==> src/rtl/rvga_mem_arbiter.sv <==
// Two-client (fetch / data) arbiter in front of a single-outstanding memory port.
// Round-robin on contention, one transaction in flight, optional response timeout.
module rvga_mem_arbiter #(
  parameter int timeout_p = 64,
  parameter int debug_p   = 0
) (
  input  logic        clk_i,
  input  logic        rst_i,
  input  logic        imem_r_v_i,
  input  logic [31:0] imem_addr_i,
  output logic [31:0] imem_data_o,
  output logic        imem_resp_v_o,
  input  logic        dmem_r_v_i,
  input  logic        dmem_w_v_i,
  input  logic [31:0] dmem_addr_i,
  input  logic [31:0] dmem_data_i,
  output logic [31:0] dmem_data_o,
  output logic        dmem_resp_v_o,
  output logic        mem_r_v_o,
  output logic        mem_w_v_o,
  output logic [31:0] mem_addr_o,
  output logic [31:0] mem_data_o,
  input  logic [31:0] mem_data_i,
  input  logic        mem_resp_v_i,
  output logic        timeout_o
);

  localparam logic [1:0] IDLE  = 2'd0;
  localparam logic [1:0] GRANT = 2'd1;
  localparam logic [1:0] RESP  = 2'd2;

  localparam logic CL_IMEM = 1'b0;
  localparam logic CL_DMEM = 1'b1;

  localparam int            TW    = (timeout_p > 1) ? $clog2(timeout_p) : 1;
  localparam logic [TW-1:0] TLIM  = (timeout_p > 0) ? TW'(timeout_p - 1) : '0;
  localparam bit            TO_EN = (timeout_p > 0);

  logic [1:0]    state_q, state_d;
  logic          client_q, client_d;   // granted client, doubles as last_grant
  logic          we_q, we_d;
  logic [31:0]   addr_q, addr_d;
  logic [31:0]   wdata_q, wdata_d;
  logic [31:0]   rdata_q, rdata_d;
  logic [TW-1:0] timer_q, timer_d;
  logic          to_q, to_d;
  logic          dmem_req;
  logic          pick;

  always_comb begin
    state_d  = state_q;
    client_d = client_q;
    we_d     = we_q;
    addr_d   = addr_q;
    wdata_d  = wdata_q;
    rdata_d  = rdata_q;
    timer_d  = timer_q;
    to_d     = to_q;
    pick     = CL_IMEM;
    dmem_req = dmem_r_v_i | dmem_w_v_i;

    case (state_q)
      IDLE: begin
        to_d = 1'b0;
        if (imem_r_v_i || dmem_req) begin
          // On contention the client that did not win last time goes first
          if (imem_r_v_i && dmem_req) pick = ~client_q;
          else                        pick = dmem_req ? CL_DMEM : CL_IMEM;
          client_d = pick;
          timer_d  = '0;
          state_d  = GRANT;
          if (pick == CL_DMEM) begin
            we_d    = dmem_w_v_i;
            addr_d  = dmem_addr_i;
            wdata_d = dmem_data_i;
          end else begin
            we_d    = 1'b0;
            addr_d  = imem_addr_i;
            wdata_d = '0;
          end
        end
      end
      GRANT: begin
        if (mem_resp_v_i) begin
          rdata_d = we_q ? 32'h0 : mem_data_i;
          timer_d = '0;
          state_d = RESP;
        end else if (TO_EN && (timer_q == TLIM)) begin
          rdata_d = 32'hDEADBEEF;
          to_d    = 1'b1;
          timer_d = '0;
          state_d = RESP;
        end else begin
          timer_d = timer_q + 1'b1;
        end
      end
      RESP:    state_d = IDLE;
      default: state_d = IDLE;
    endcase
  end

  always_ff @(posedge clk_i or posedge rst_i) begin
    if (rst_i) begin
      state_q  <= IDLE;
      client_q <= CL_IMEM;
      we_q     <= 1'b0;
      addr_q   <= '0;
      wdata_q  <= '0;
      rdata_q  <= '0;
      timer_q  <= '0;
      to_q     <= 1'b0;
    end else begin
      state_q  <= state_d;
      client_q <= client_d;
      we_q     <= we_d;
      addr_q   <= addr_d;
      wdata_q  <= wdata_d;
      rdata_q  <= rdata_d;
      timer_q  <= timer_d;
      to_q     <= to_d;
    end
  end

  // Outputs decode straight from state so an asynchronous reset clears them at once
  assign mem_r_v_o     = (state_q == GRANT) && !we_q;
  assign mem_w_v_o     = (state_q == GRANT) && we_q;
  assign mem_addr_o    = addr_q;
  assign mem_data_o    = wdata_q;
  assign imem_resp_v_o = (state_q == RESP) && (client_q == CL_IMEM);
  assign dmem_resp_v_o = (state_q == RESP) && (client_q == CL_DMEM);
  assign imem_data_o   = imem_resp_v_o ? rdata_q : 32'h0;
  assign dmem_data_o   = dmem_resp_v_o ? rdata_q : 32'h0;
  assign timeout_o     = (state_q == RESP) && to_q;

  generate
    if (debug_p != 0) begin : g_debug
      // Simultaneous read and write on the data port is illegal; write wins
      always_ff @(posedge clk_i) begin
        if (!rst_i && state_q == IDLE) begin
          assert (!(dmem_r_v_i && dmem_w_v_i));
        end
      end
    end
  endgenerate

endmodule

==> config.mk <==
export PLATFORM = sky130hd
export DESIGN_NAME = rvga_mem_arbiter
export DESIGN_NICKNAME = d
export VERILOG_FILES = /design/src/rtl/rvga_mem_arbiter.sv
export SDC_FILE = /design/constraint.sdc
export NUM_CORES = 1
export LEC_CHECK = 0
export BUFFER_PORTS_ARGS = -buffer_cell sky130_fd_sc_hd__buf_2
export CORE_UTILIZATION = 45
export CTS_BUF_LIST = sky130_fd_sc_hd__clkbuf_16
export DETAILED_ROUTE_END_ITERATION = 10
export PLACE_DENSITY = 0.8
export SETUP_SLACK_MARGIN = 0.1
export SYNTH_ARGS = -nofsm -noshare
export SYNTH_HDL_FRONTEND = slang
export SYNTH_SLANG_ARGS = --single-unit
==> constraint.sdc <==
create_clock -name clk_i -period 8.5 [get_ports clk_i]
set_clock_uncertainty 0.1 [all_clocks]
set_input_delay 0.425 -clock clk_i [delete_from_list [all_inputs] [get_ports clk_i]]
set_output_delay 0.425 -clock clk_i [all_outputs]
set_load 0.1 [all_outputs]
==> impl_metrics.toml <==
[status]
status = "complete, no violations"

[worst_hold_path]
holdPathStages = 2
min_path_type = "in2reg"
hold_path.startpoint = "mem_data_i[22]"
hold_end = "rdata_q[22]$_DFFE_PP0P_"

[clocking]
clockRootBuffer = "clkbuf_16"
cts_sinks = 107
post_cts_resized = 0
clkTransAtPathRegs_ns = 0.07
clkLatencyLatePin_ns = 0.34
cts_tree = "done"
htreeDepth = 3
cts_buffers = 9
clockBufferDepth = 2

[grt]
grt_overflow_total = 0
antenna_found_initial = 2
grt_use_total_pct = 22.08
grt_pass1_wl_mm = 19.74
grt_max_degree = 94
grt_pass1_vias = 4093

[yosys]
synthDistinctLibCells = 36
synth.net_count = 640
async_reset_ff_share_pct = 100.0
syn_avg_cell_area_um2 = 9.938
synth_edf_count = 0
synth_area_um2 = 5019
ys.warnings.count = 0
synthFlopType = "dfrtp_1"
netlist.area_leader.share_pct = 53.35
synth_top_area_cell = "dfrtp_1"
syn_inst = 505
seq_area_frac_synth_pct = 53.35
synth_area_leaders = "dfrtp_1, and2_1, nand2_1"
ys_ff_latch = 107

[sta]
rsz0062_at_grt = "no"
finalCriticalPeriod_ns = 2.788
max_freq_mhz = 358.6
finalSetupViolations = 0
tightest_slew_ns = 0.9912
setup_tns_ns = 0
hold_viol = 0
maxSlewViolCount = 0
relSlewSlack_pct = 33.92
fin_crit_sh_pct = 32.81

[routing]
vias = 4449
met3WireLength_um = 855
highest_layer = "met5"
drtIter0Drc = 201
wl_per_cell_um = 14.35
drc_errors = 0
wl_met1_mm = 5.084
routed_wl_mm = 12.86
dr_wl_met2_mm = 6.647
firstDrtPassIters = 4
antenna_left = 0
viasPerCell = 4.965

[floorplan]
row_count = 38
fp.dieArea_um2 = 11580
dieHeight_um = 107.6
initial_core_util_pct = 46.30
io-pin-count = 267
fp.dieW_um = 107.6
core_region_area_um2 = 10840

[layout]
nets = 886
final_layout_size_suffix_gt1_share_pct = 38.62
final_common_cell = "buf_2"
syn_to_final_growth_pct = 33.21
n_antenna_cell = 0
seqCellArea_um2 = 2678
fillerInstances = 917
multi_input_area_um2 = 2166
mostFrequentLayoutCells = "buf_2, dfrtp_1, nand2_1"

[placement]
place_congestion = 0.7719
dp_hpwl_mm = 9.712
io_buffers = 266

[setup_path]
worstSetupPathType = "reg2out"
reg2reg_slack_ns = 6.21
critPathArrivalTime_ns = 2.26
crit_path_end_kind = "output port"
cp-start-kind = "register"
rr_worst_depth = 4
crit_start = "state_q[0]$_DFFE_PP0P_"
cp_max_fo = 33
cp.required_ns = 7.98
reg2reg_to = "rdata_q[17]$_DFFE_PP0P_"
timing.rr.start = "state_q[0]$_DFFE_PP0P_"

[flow_run]
drv_cap = 0
-- repair_timing --
action                                  4_1_cts  5_1_grt
endpoints found under the setup margin        0        0
hold endpoints to repair                     21        0
setup buffers                                 0        0
hold buffers                                  1        0
-- worst max-delay path, cell delays in order (launching register included) --
cell,delay (ns)
dfrtp_1,0.45
and3b_1,0.81
and2_1,0.22
buf_2,0.43
-- worst max-delay path by stage --
| stage | to | slack, ns | cells after the start |
|---|---|---|---|
| after floorplan | client_q$_DFFE_PP0P_ | 5.16 | 1 |
| after global placement | mem_addr_o[21]$_DFFE_PP0P_ | 6.14 | 5 |
| after detailed placement | mem_addr_o[9]$_DFFE_PP0P_ | 6.04 | 5 |
| after CTS | dmem_data_o[22] | 5.69 | 3 |
| after global routing | dmem_data_o[13] | 5.56 | 3 |
| final | dmem_data_o[22] | 5.71 | 3 |
-- metal layers --
layer	vias to the layer above	track usage, %
li1	2187	-
met1	2053	25.33
met2	185	40.48
met3	20	4.298
met4	4	8.023
met5	-	0
-- final cells by class --
type / instances / area share (%)
timing repair buffer: 271 / 20.51
tap: 140 / 2.620
sequential: 107 / 40.05
clock buffer: 9 / 3.369
clock inverter: 7 / 0.8984
multi-input combinational: 360 / 32.40
inverter: 2 / 0.1497
-- stage by stage --
step | cell area, um^2 | hold slack (ns) | instances | util [%] | setup slack [ns]
finish | 6685 | 0.2180 | 896 | 61.67 | 5.712
global route | 6685 | 0.2115 | 896 | 61.67 | 5.558
CTS | 6685 | 0.2124 | 896 | 61.67 | 5.687
global placement | 6390 | 0.3441 | 879 | 58.95 | 6.141
floorplan | 5019 | 0.3660 | 505 | - | 5.158
detailed placement | 6390 | 0.3512 | 879 | 58.95 | 6.037
-- cell usage after synthesis (2+ instances only) --
cell / instances
dfrtp_1: 107
nand2_1: 104
and2_1: 66
o21ai_0: 64
mux2i_1: 32
nand2b_1: 25
a2bb2oi_1: 24
buf_2: 15
clkbuf_1: 15
a22o_1: 10
nand3_1: 5
nor2_1: 4
buf_4: 3
buf_6: 3
o21ai_1: 3
and3_1: 2
and3b_1: 2
nor3_1: 2
nor3b_1: 2
-- kinds of logic after synthesis --
group           synth area share (%)
mux                            6.607
compound gates                 13.76
xor+xnor                      0.1746
fa+ha+maj                     0.2493
simple gates                   21.96
buf+inv                        3.889
flops                          53.35
-- sequential cells by signal, indices dropped and copies added (netlist names) --
signal / count
rdata_q: 32
mem_addr_o: 32
timer_q: 6
to_q: 1
mem_data_o: 32
state_q: 2
we_q: 1
client_q: 1
Power is not shown: default switching activity piles up to over one toggle a cycle in this logic, so the estimate is an artifact.
